[config.mk]
export PLATFORM = sky130hd
export DESIGN_NAME = fetch_stage
export DESIGN_NICKNAME = d
export VERILOG_FILES = /design/src/rtl/fetch_stage_pkg.sv /design/src/rtl/fetch_fifo.sv /design/src/rtl/fetch_stage.sv
export SDC_FILE = /design/constraint.sdc
export NUM_CORES = 1
export LEC_CHECK = 0
export CAP_MARGIN = 20
export CORE_ASPECT_RATIO = 1.25
export CORE_MARGIN = 3
export CORE_UTILIZATION = 30
export CTS_BUF_LIST = sky130_fd_sc_hd__clkbuf_2 sky130_fd_sc_hd__clkbuf_4 sky130_fd_sc_hd__clkbuf_8
export DETAILED_ROUTE_END_ITERATION = 10
export PLACE_DENSITY = 0.56
export SLEW_MARGIN = 15
export SYNTH_ARGS = -nofsm -noshare
export SYNTH_HDL_FRONTEND = slang
export SYNTH_HIERARCHICAL = 1
export SYNTH_SLANG_ARGS = --single-unit
[constraint.sdc]
create_clock -name clk -period 7.6 [get_ports clk]
set_input_delay 1.9 -clock clk [delete_from_list [all_inputs] [get_ports clk]]
set_output_delay 1.9 -clock clk [all_outputs]
set_load 0.01 [all_outputs]
[src/rtl/fetch_stage_pkg.sv]
// Shared constants and types for the instruction-fetch stage.
package fetch_stage_pkg;

  localparam logic [31:0] BOOT_ADDRESS = 32'h0000_1000;
  localparam logic [31:0] NOP_INSTR    = 32'h0000_0013;  // addi x0,x0,0

  typedef enum logic [1:0] {
    S_IDLE = 2'd0,
    S_WAIT = 2'd1,
    S_DROP = 2'd2
  } fetch_state_e;

  typedef struct packed {
    logic [31:0] pc;
    logic [31:0] instr;
  } fetch_word_t;

endpackage

[src/rtl/fetch_fifo.sv]
// Small power-of-two FIFO of {pc, instr} words; flush empties it in one cycle.
module fetch_fifo
  import fetch_stage_pkg::*;
#(
  parameter int DEPTH = 2
) (
  input  logic                      clk,
  input  logic                      rst,
  input  logic                      flush,
  input  logic                      push,
  input  logic                      pop,
  input  fetch_word_t               wdata,
  output logic [$clog2(DEPTH):0]    count,
  output logic                      empty,
  output fetch_word_t               head
);
  localparam int AW = $clog2(DEPTH);
  localparam logic [AW:0] FULL = AW'(0) + (AW+1)'(DEPTH);

  fetch_word_t   mem [DEPTH];
  logic [AW-1:0] rd_ptr, wr_ptr;
  logic          do_push, do_pop;

  assign empty   = (count == '0);
  assign do_pop  = pop && !empty;
  // A full FIFO still accepts a push when the head leaves in the same cycle.
  assign do_push = push && ((count != FULL) || do_pop);
  assign head    = mem[rd_ptr];

  always_ff @(posedge clk) begin
    if (rst || flush) begin
      rd_ptr <= '0;
      wr_ptr <= '0;
      count  <= '0;
    end else begin
      if (do_push) wr_ptr <= wr_ptr + AW'(1);
      if (do_pop)  rd_ptr <= rd_ptr + AW'(1);
      count <= count + (AW+1)'(do_push) - (AW+1)'(do_pop);
    end
  end

  // NOTE: storage has no reset; occupancy is tracked by the pointers and count,
  // so stale entries are never observed and the array can map to plain RAM/flops.
  always_ff @(posedge clk) begin
    if (do_push) mem[wr_ptr] <= wdata;
  end

endmodule

[src/rtl/fetch_stage.sv]
// Instruction-fetch stage: one outstanding imem request, credit-checked against
// a small FIFO so a stalled decode stage never loses a fetched word.
module fetch_stage
  import fetch_stage_pkg::*;
#(
  parameter logic [31:0] BOOT_ADDR = BOOT_ADDRESS,
  parameter int          DEPTH     = 2,
  parameter logic [31:0] NOP       = NOP_INSTR
) (
  input  logic        clk,
  input  logic        rst,
  input  logic        stall,
  input  logic        b_taken,
  input  logic [31:0] b_pc,
  output logic        imem_req,
  output logic [31:0] imem_addr,
  input  logic        imem_ack,
  input  logic [31:0] imem_rdata,
  output logic [31:0] if_id_pc,
  output logic [31:0] if_id_instr,
  output logic        if_id_valid
);
  localparam int CW = $clog2(DEPTH) + 1;

  fetch_state_e  state;
  logic [31:0]   pc, target, next_pc;
  logic [CW-1:0] fifo_count;
  logic [CW:0]   committed;
  logic          fifo_empty, fifo_push, fifo_pop, landing, credit_ok;
  fetch_word_t   fifo_head, ack_word;

  assign target   = b_pc & 32'hFFFF_FFFC;
  assign next_pc  = pc + 32'd4;
  assign ack_word = {imem_addr, imem_rdata};
  assign landing  = (state == S_WAIT) && imem_ack && !b_taken;

  // Words already owed a slot: the FIFO plus a held if_id word that may back up.
  assign committed = {1'b0, fifo_count} + (CW+1)'(if_id_valid & stall);
  assign credit_ok = committed < (CW+1)'(DEPTH);

  assign fifo_pop  = !b_taken && !stall && !fifo_empty;
  assign fifo_push = landing && (stall || !fifo_empty);

  fetch_fifo #(.DEPTH(DEPTH)) u_fifo (
    .clk   (clk),
    .rst   (rst),
    .flush (b_taken),
    .push  (fifo_push),
    .pop   (fifo_pop),
    .wdata (ack_word),
    .count (fifo_count),
    .empty (fifo_empty),
    .head  (fifo_head)
  );

  // NOTE: every register here uses non-blocking assignment so all of them
  // update from the same pre-edge values, independent of statement order.
  always_ff @(posedge clk) begin
    if (rst) begin
      state       <= S_IDLE;
      pc          <= BOOT_ADDR;
      imem_req    <= 1'b0;
      imem_addr   <= BOOT_ADDR;
      if_id_pc    <= BOOT_ADDR;
      if_id_instr <= NOP;
      if_id_valid <= 1'b0;
    end else begin
      if (b_taken) begin
        if_id_valid <= 1'b0;
        if_id_instr <= NOP;
      end else if (!stall) begin
        if (!fifo_empty) begin
          if_id_pc    <= fifo_head.pc;
          if_id_instr <= fifo_head.instr;
          if_id_valid <= 1'b1;
        end else if (landing) begin
          if_id_pc    <= imem_addr;
          if_id_instr <= imem_rdata;
          if_id_valid <= 1'b1;
        end else begin
          if_id_instr <= NOP;
          if_id_valid <= 1'b0;
        end
      end

      if (b_taken)      pc <= target;
      else if (landing) pc <= next_pc;

      // The request slot frees on an ack; the next request goes out at once
      // when credit allows, otherwise the FSM parks in S_IDLE.
      case (state)
        S_IDLE: begin
          if (b_taken || credit_ok) begin
            state     <= S_WAIT;
            imem_req  <= 1'b1;
            imem_addr <= b_taken ? target : pc;
          end
        end
        S_WAIT: begin
          if (imem_ack && (b_taken || !credit_ok)) begin
            state    <= S_IDLE;
            imem_req <= 1'b0;
          end else if (imem_ack) begin
            imem_addr <= next_pc;
          end else if (b_taken) begin
            state <= S_DROP;
          end
        end
        S_DROP: begin
          if (imem_ack) begin
            if (b_taken || credit_ok) begin
              state     <= S_WAIT;
              imem_addr <= b_taken ? target : pc;
            end else begin
              state    <= S_IDLE;
              imem_req <= 1'b0;
            end
          end
        end
        default: begin
          state    <= S_IDLE;
          imem_req <= 1'b0;
        end
      endcase
    end
  end

endmodule

# ---- Word-level counts from Yosys, hierarchy flattened
# Memories as Yosys holds them, arrays and structs flattened. A register that Yosys moved wholly into a read port is not among the register bits.
# Index checks and enable logic that the tools add are counted.
dict set report op_classes {
  add_sub_neg 6
  magnitude_cmp 1
  eq_ne 12
  mux 30
  bitwise_logic 3
  n_reduce_logical 26
}
# cell count
set ops {}
lappend ops {{32-bit two-way mux} 11}
lappend ops {{32-bit case mux with 3 select lines} 1}
lappend ops {{32-bit by 3-bit adder with 32-bit output, second input constant} 1}
lappend ops {{2-bit inequality test, second input constant} 6}
lappend ops {{4-bit AND reduction} 3}
lappend ops {{1-bit two-way mux} 11}
lappend ops {{2-bit two-way mux} 5}
lappend ops {{1-bit logical AND} 8}
lappend ops {{3-bit by 2-bit inequality test with 1-bit output, second input constant} 2}
lappend ops {{2-bit case mux with 3 select lines} 1}
lappend ops {{1-bit logical OR} 5}
lappend ops {{1-bit logical NOT} 4}
lappend ops {{2-bit logical NOT} 2}
lappend ops {{2-bit by 1-bit inequality test with 1-bit output, second input constant} 2}
lappend ops {{2-bit by 1-bit adder with 3-bit output} 1}
lappend ops {{3-bit by 2-bit < comparator with 1-bit output, second input constant} 1}
lappend ops {{1-bit case mux with 3 select lines} 1}
lappend ops {{3-bit AND reduction} 1}
lappend ops {{3-bit nonzero test} 1}
lappend ops {{1-bit adder, second input constant} 2}
lappend ops {{2-bit by 1-bit adder with 2-bit output} 1}
lappend ops {{2-bit by 1-bit equality test with 1-bit output, second input constant} 1}
lappend ops {{2-bit equality test, second input constant} 1}
lappend ops {{1-bit inverter} 2}
lappend ops {{other kinds (4)} 4}
dict set report totals {
  register_bits 136
  mem_bits_rw 128
  inputBits 69
  wordCells 90
  memories 1
}
# memory depth width read_ports rd_clocked_by_memory_dff write_ports line_no
set mem_list {}
lappend mem_list {u_fifo.mem 2 64 1 1 1 fetch_fifo.sv:20} ;# fetch_word_t mem [DEPTH];

# ---- Logic depth before layout (Yosys ltp)
dict set report logic_depth {
  ltp_word 8
  mapped_depth 14
  ltp_nobuf 11
}

# ---- Hierarchy
# The synthesis kept the hierarchy.
# mod n_inst cells_each area_per_inst_um2 seq_area_each_um2
set by_module_without_submodules {}
lappend by_module_without_submodules {fetch_stage 1 811 6722.7 2562.5}
lappend by_module_without_submodules {fetch_fifo 1 231 4852.2 3943.8}

# ---- Worst setup path before layout
# No wires, ideal clock.
dict set report synth_timing {
  kind {input-to-reg}
  start {input b_taken}
  end {memory u_fifo/mem[0][0] (netlist bit) (enable)}
  arrival_time_ns 6.282
  t_required_ns 7.114
  slack_ns 0.831
  path_stages 9
  n_path_buf 4
  cell_sequence {clkbuf_1 inv_1 clkbuf_1 buf_1 buf_1 o21ai_0 nor2_1 o31ai_2 nor2_1}
}
dict set report synth_via {
  elab_cells_between_ends 10
}
# item line_no
set synth_rtl {}
lappend synth_rtl {{from (decl)} fetch_stage.sv:13} ;# input logic b_taken,
lappend synth_rtl {{1-bit logical NOT} fetch_stage.sv:35} ;# assign landing = (state == S_WAIT) && imem_ack && !b_taken;
lappend synth_rtl {{1-bit logical AND} fetch_stage.sv:35}
lappend synth_rtl {{1-bit logical AND} fetch_stage.sv:42} ;# assign fifo_push = landing && (stall || !fifo_empty);
lappend synth_rtl {{named net fifo_push} fetch_stage.sv:29} ;# logic fifo_empty, fifo_push, fifo_pop, landing, credit_ok;
lappend synth_rtl {{1-bit logical AND} fetch_fifo.sv:27} ;# assign do_push = push && ((count != FULL) || do_pop);
lappend synth_rtl {{1-bit two-way mux} fetch_fifo.sv:45} ;# if (do_push) mem[wr_ptr] <= wdata;
lappend synth_rtl {{1-bit two-way mux (not written as such)} fetch_fifo.sv:45}
lappend synth_rtl {{to (decl)} fetch_fifo.sv:20}
# The timed path passes the listed nets, and every way through them passes these cells.

# ---- Worst setup path in the final report
dict set report layout_timing {
  start {input imem_ack}
  end {memory u_fifo/mem[1][54] (netlist bit) (enable)}
}
dict set report layout_via {
  elab_chain_len 6
}
# item line_no
set layout_lines {}
lappend layout_lines {{from (decl)} fetch_stage.sv:17} ;# input logic imem_ack,
lappend layout_lines {{1-bit logical AND (2 in a row)} fetch_stage.sv:35}
lappend layout_lines {{1-bit logical AND} fetch_stage.sv:42}
lappend layout_lines {{named net fifo_push} fetch_stage.sv:29}
lappend layout_lines {{1-bit logical AND} fetch_fifo.sv:27}
lappend layout_lines {{1-bit two-way mux} fetch_fifo.sv:45}
lappend layout_lines {{1-bit two-way mux (not written as such)} fetch_fifo.sv:45}
# The timed path passes the listed nets, and every way through them passes these cells.

==> metrics.md <==
| Metric | Value |
|---|---|
| Leak | 5.02 nW |
| CP Capture Type | register |
| Sequential area share after synthesis | 0.562 |
| Async SR Flop Fraction | 0 |
| Worst EP arrival | 4.64 ns |
| Post-synth EDFFs | 128 |
| Number of H-tree levels | 2 |
| Outcome | finished, final reports clean |
| Period utilisation layout | 0.578 |
| Max VDD drop | 0.0864 mV |
| Final WL | 32.9 mm |
| Critical Path RT | 7.84 ns |
| DRC violations left | 0 |
| # diodes | 0 |
| Commonest non-fill, non-tap cell in the layout | clkdlybuf4s50_1 |
| Int Pwr | 0.00245 W |
| Synth top area share | 0.332 |
| Num ports | 167 |
| Ranking of synthesized cells by area | edfxtp_1 33%, dfxtp_1 23%, mux2_1 6.3%, mux2i_1 3.5%, nor2_1 3.1% |
| DRT antenna net count | 0 |
| Critical path's slowest cell | nor2_4 |
| Setup crit start | imem_ack |
| Yosys reg bits | 261 |
| Initial drt markers | 601 |
| Gr ovfl total | 0 |
| # nets final | 1258 |
| Area leader, netlist | edfxtp_1 |
| Die Y | 226 um |
| Post-route setup TNS | 0 ns |
| Final setup viols | 0 |
| Switching share of total power | 0.242 |
| Tightest Hold Check Type | register to register |
| Port Buffer Count | 162 |
| Worst Clk Skew | 0.0213 ns |
| Root buffer cell | clkbuf_8 |
| CP max stage delay | 0.79 ns |
| Worst slew pin tran | 1.01 ns |
| Min cycle time layout | 4.39 ns |
| Total CTS buffers | 45 |
| Synth-to-layout area growth | 26.1% |
| CP max FO | 38 |
| Net Sw Power | 0.000781 W |
| Post_cts resized | 0 |
| Max-Cap Viols | 0 |
| Max clock buf depth | 3 |
| Worst Setup Path Type | input pin to register |
| Max_slew headroom | 0.329 |
| Mapped Avg Cell Area | 11.1 um2 |
| Cell area after layout | 14600 um2 |
| Cells after Synth | 1042 |
| Crit start category | input pin |
| Avg Vias per Cell | 5.14 |
| R2R Path Start | u_fifo/count[0]$_SDFF_PP0_ |
| Dpl cell area | 13600 um2 |
| Reg power frac | 0.489 |
| Final Hold Fails | 0 |
| Clock Power Share | 0.417 |
| Rows | 79 |
| Placer Congestion | 0.874 |
| Die area | 41000 um2 |
| Overall Global Routing Usage | 0.157 |
| Clock transition at path regs | 0.06 ns |
| Hold-fix buffers, CTS | 0 |
| TritonCTS Sinks | 261 |
| YS warnings | 6 |
| Worst-Skew Late Latency | 0.57 ns |
| Largest net degree at the start of global routing | 72 |
| Hold_sp | if_id_instr[0]$_SDFFE_PP1N_ |
| PwrDens | 221 nW/um2 |
| Pwr Total | 0.00323 W |
| Combinational power share | 0.094 |
| Vias in the first global route | 8855 |
| Postcts setup bufs | 0 |
| Pre-antenna DRT Iters | 6 |
| Netlist Area Pre-Place | 11600 um2 |
| CTS tree | built |
| DP HPWL | 21.2 mm |
| CP Buf/Inv Count | 3 |
| Vias | 8791 |
| RSZ-0062 raised after global routing | no |
| Fin Hold WS | 0.486 ns |
| Core box area | 37700 um2 |
| Commonest cells after routing, fill and taps aside | 160 x clkdlybuf4s50_1, 132 x dfxtp_1, 128 x edfxtp_1 |
| Max Clk Rate | 0.228 GHz |
| Critical-path cell list | clkdlybuf4s50_1 -> nand3b_1 -> buf_4 -> nor2_1 -> o31ai_2 -> nor2_4 -> buf_12 |
| Antenna violations before repair | 0 |
| First-pass GRT wire length | 51.1 mm |
| Final Max Tran Viols | 0 |
| Layout cells sized above 1 | 0.0981 |
| Distinct cells, synth | 66 |
| Synth Flop Type | dfxtp_1 |
| Die Wd | 182 um |
| Delay-heaviest family, CP | simple AND/OR/NAND/NOR gates |
| Starting Density | 0.307 |
| WL per Instance | 19.2 um |
[final timing paths]
check / to / cells past startpoint / slack [ns]
max: u_fifo/mem[1][54]$_DFFE_PP_ / 7 / 3.21
min: if_id_instr[0]$_SDFFE_PP1N_ / 2 / 0.49
max reg2reg: u_fifo/mem[1][54]$_DFFE_PP_ / 6 / 4.27
min reg2reg: if_id_instr[0]$_SDFFE_PP1N_ / 2 / 0.49
[metrics by stage]
step / util / worst slack, ns / std cells
5_1_grt: 0.388 / 3.05 / 1709
6_report: 0.388 / 3.21 / 1709
3_3_place_gp: 0.362 / 2.65 / 1626
4_1_cts: 0.388 / 3.21 / 1709
2_1_floorplan: - / 0.831 / 1047
3_5_place_dp: 0.362 / 2.58 / 1626
[worst min-delay path: stages (launching register included)]
cell	delay, ns
dfxtp_1	0.32
nand2_1	0.05
o211ai_1	0.08
[synthesized netlist by cell type, types with 5 or more instances]
cell      count
a211oi_1     47
a21oi_1      36
a221oi_1     33
a22o_1       10
a31oi_1       8
and4_1        6
buf_1         6
buf_2        12
clkbuf_1     64
dfxtp_1     133
edfxtp_1    128
inv_1        18
mux2_1       65
mux2i_1      41
nand2_1      48
nand3_1      19
nand4_1      11
nor2_1       95
nor2b_1      32
nor3_1       53
nor4_1       16
o211ai_1      8
o21ai_0      36
o22ai_1       9
o31ai_1       5
or3_1         5
xnor2_1      28
xor2_1       10
[layer usage]
| layer | track usage | part of all wire | vias to the layer above |
|---|---|---|---|
| met5 | 0 | 0 | - |
| met4 | 0.0617 | 0.034 | 0 |
| met3 | 0.0314 | 0.054 | 69 |
| met2 | 0.256 | 0.47 | 275 |
| met1 | 0.204 | 0.45 | 4232 |
| li1 | - | - | 4215 |
[sequential cells by signal, summed over array words and instances, names as in the netlist, named ones only]
register	flops
u_fifo/count	2
if_id_pc	32
imem_req	1
state	2
u_fifo/wr_ptr	1
if_id_instr	32
u_fifo/mem	128
imem_addr	30
u_fifo/rd_ptr	1
pc	30
if_id_valid	1
[power groups by stage]
| stage | sequential (W) | clock, W | combinational [W] |
|---|---|---|---|
| floorplan | 0.00160 | 0 | 0.000157 |
| global placement | 0.00161 | 0 | 0.000304 |
| detailed placement | 0.00161 | 0 | 0.000306 |
| CTS | 0.00158 | 0.00140 | 0.000308 |
| global route | 0.00159 | 0.00146 | 0.000335 |
| finish | 0.00158 | 0.00135 | 0.000306 |
[cells by family after synthesis]
group,synth area share
other,0.000324
muxes,0.101
xor gates and xnor gates,0.0288
adders and majority gates,0.00216
buffers and inverters,0.0370
AOI/OAI and AO/OA,0.134
DFF,0.562
and+or+nand+nor,0.135
[area by class of cell]
class                   count  area [um2]
clock buffers              71         858
clock inverters            12         104
fillers                  3726       23100
inverters                  18        67.6
multi-input cells         682        4700
flip-flops and latches    261        6510
well taps                 486         608
repair buffers            179        1750
Power figures use the tool's default switching activity.
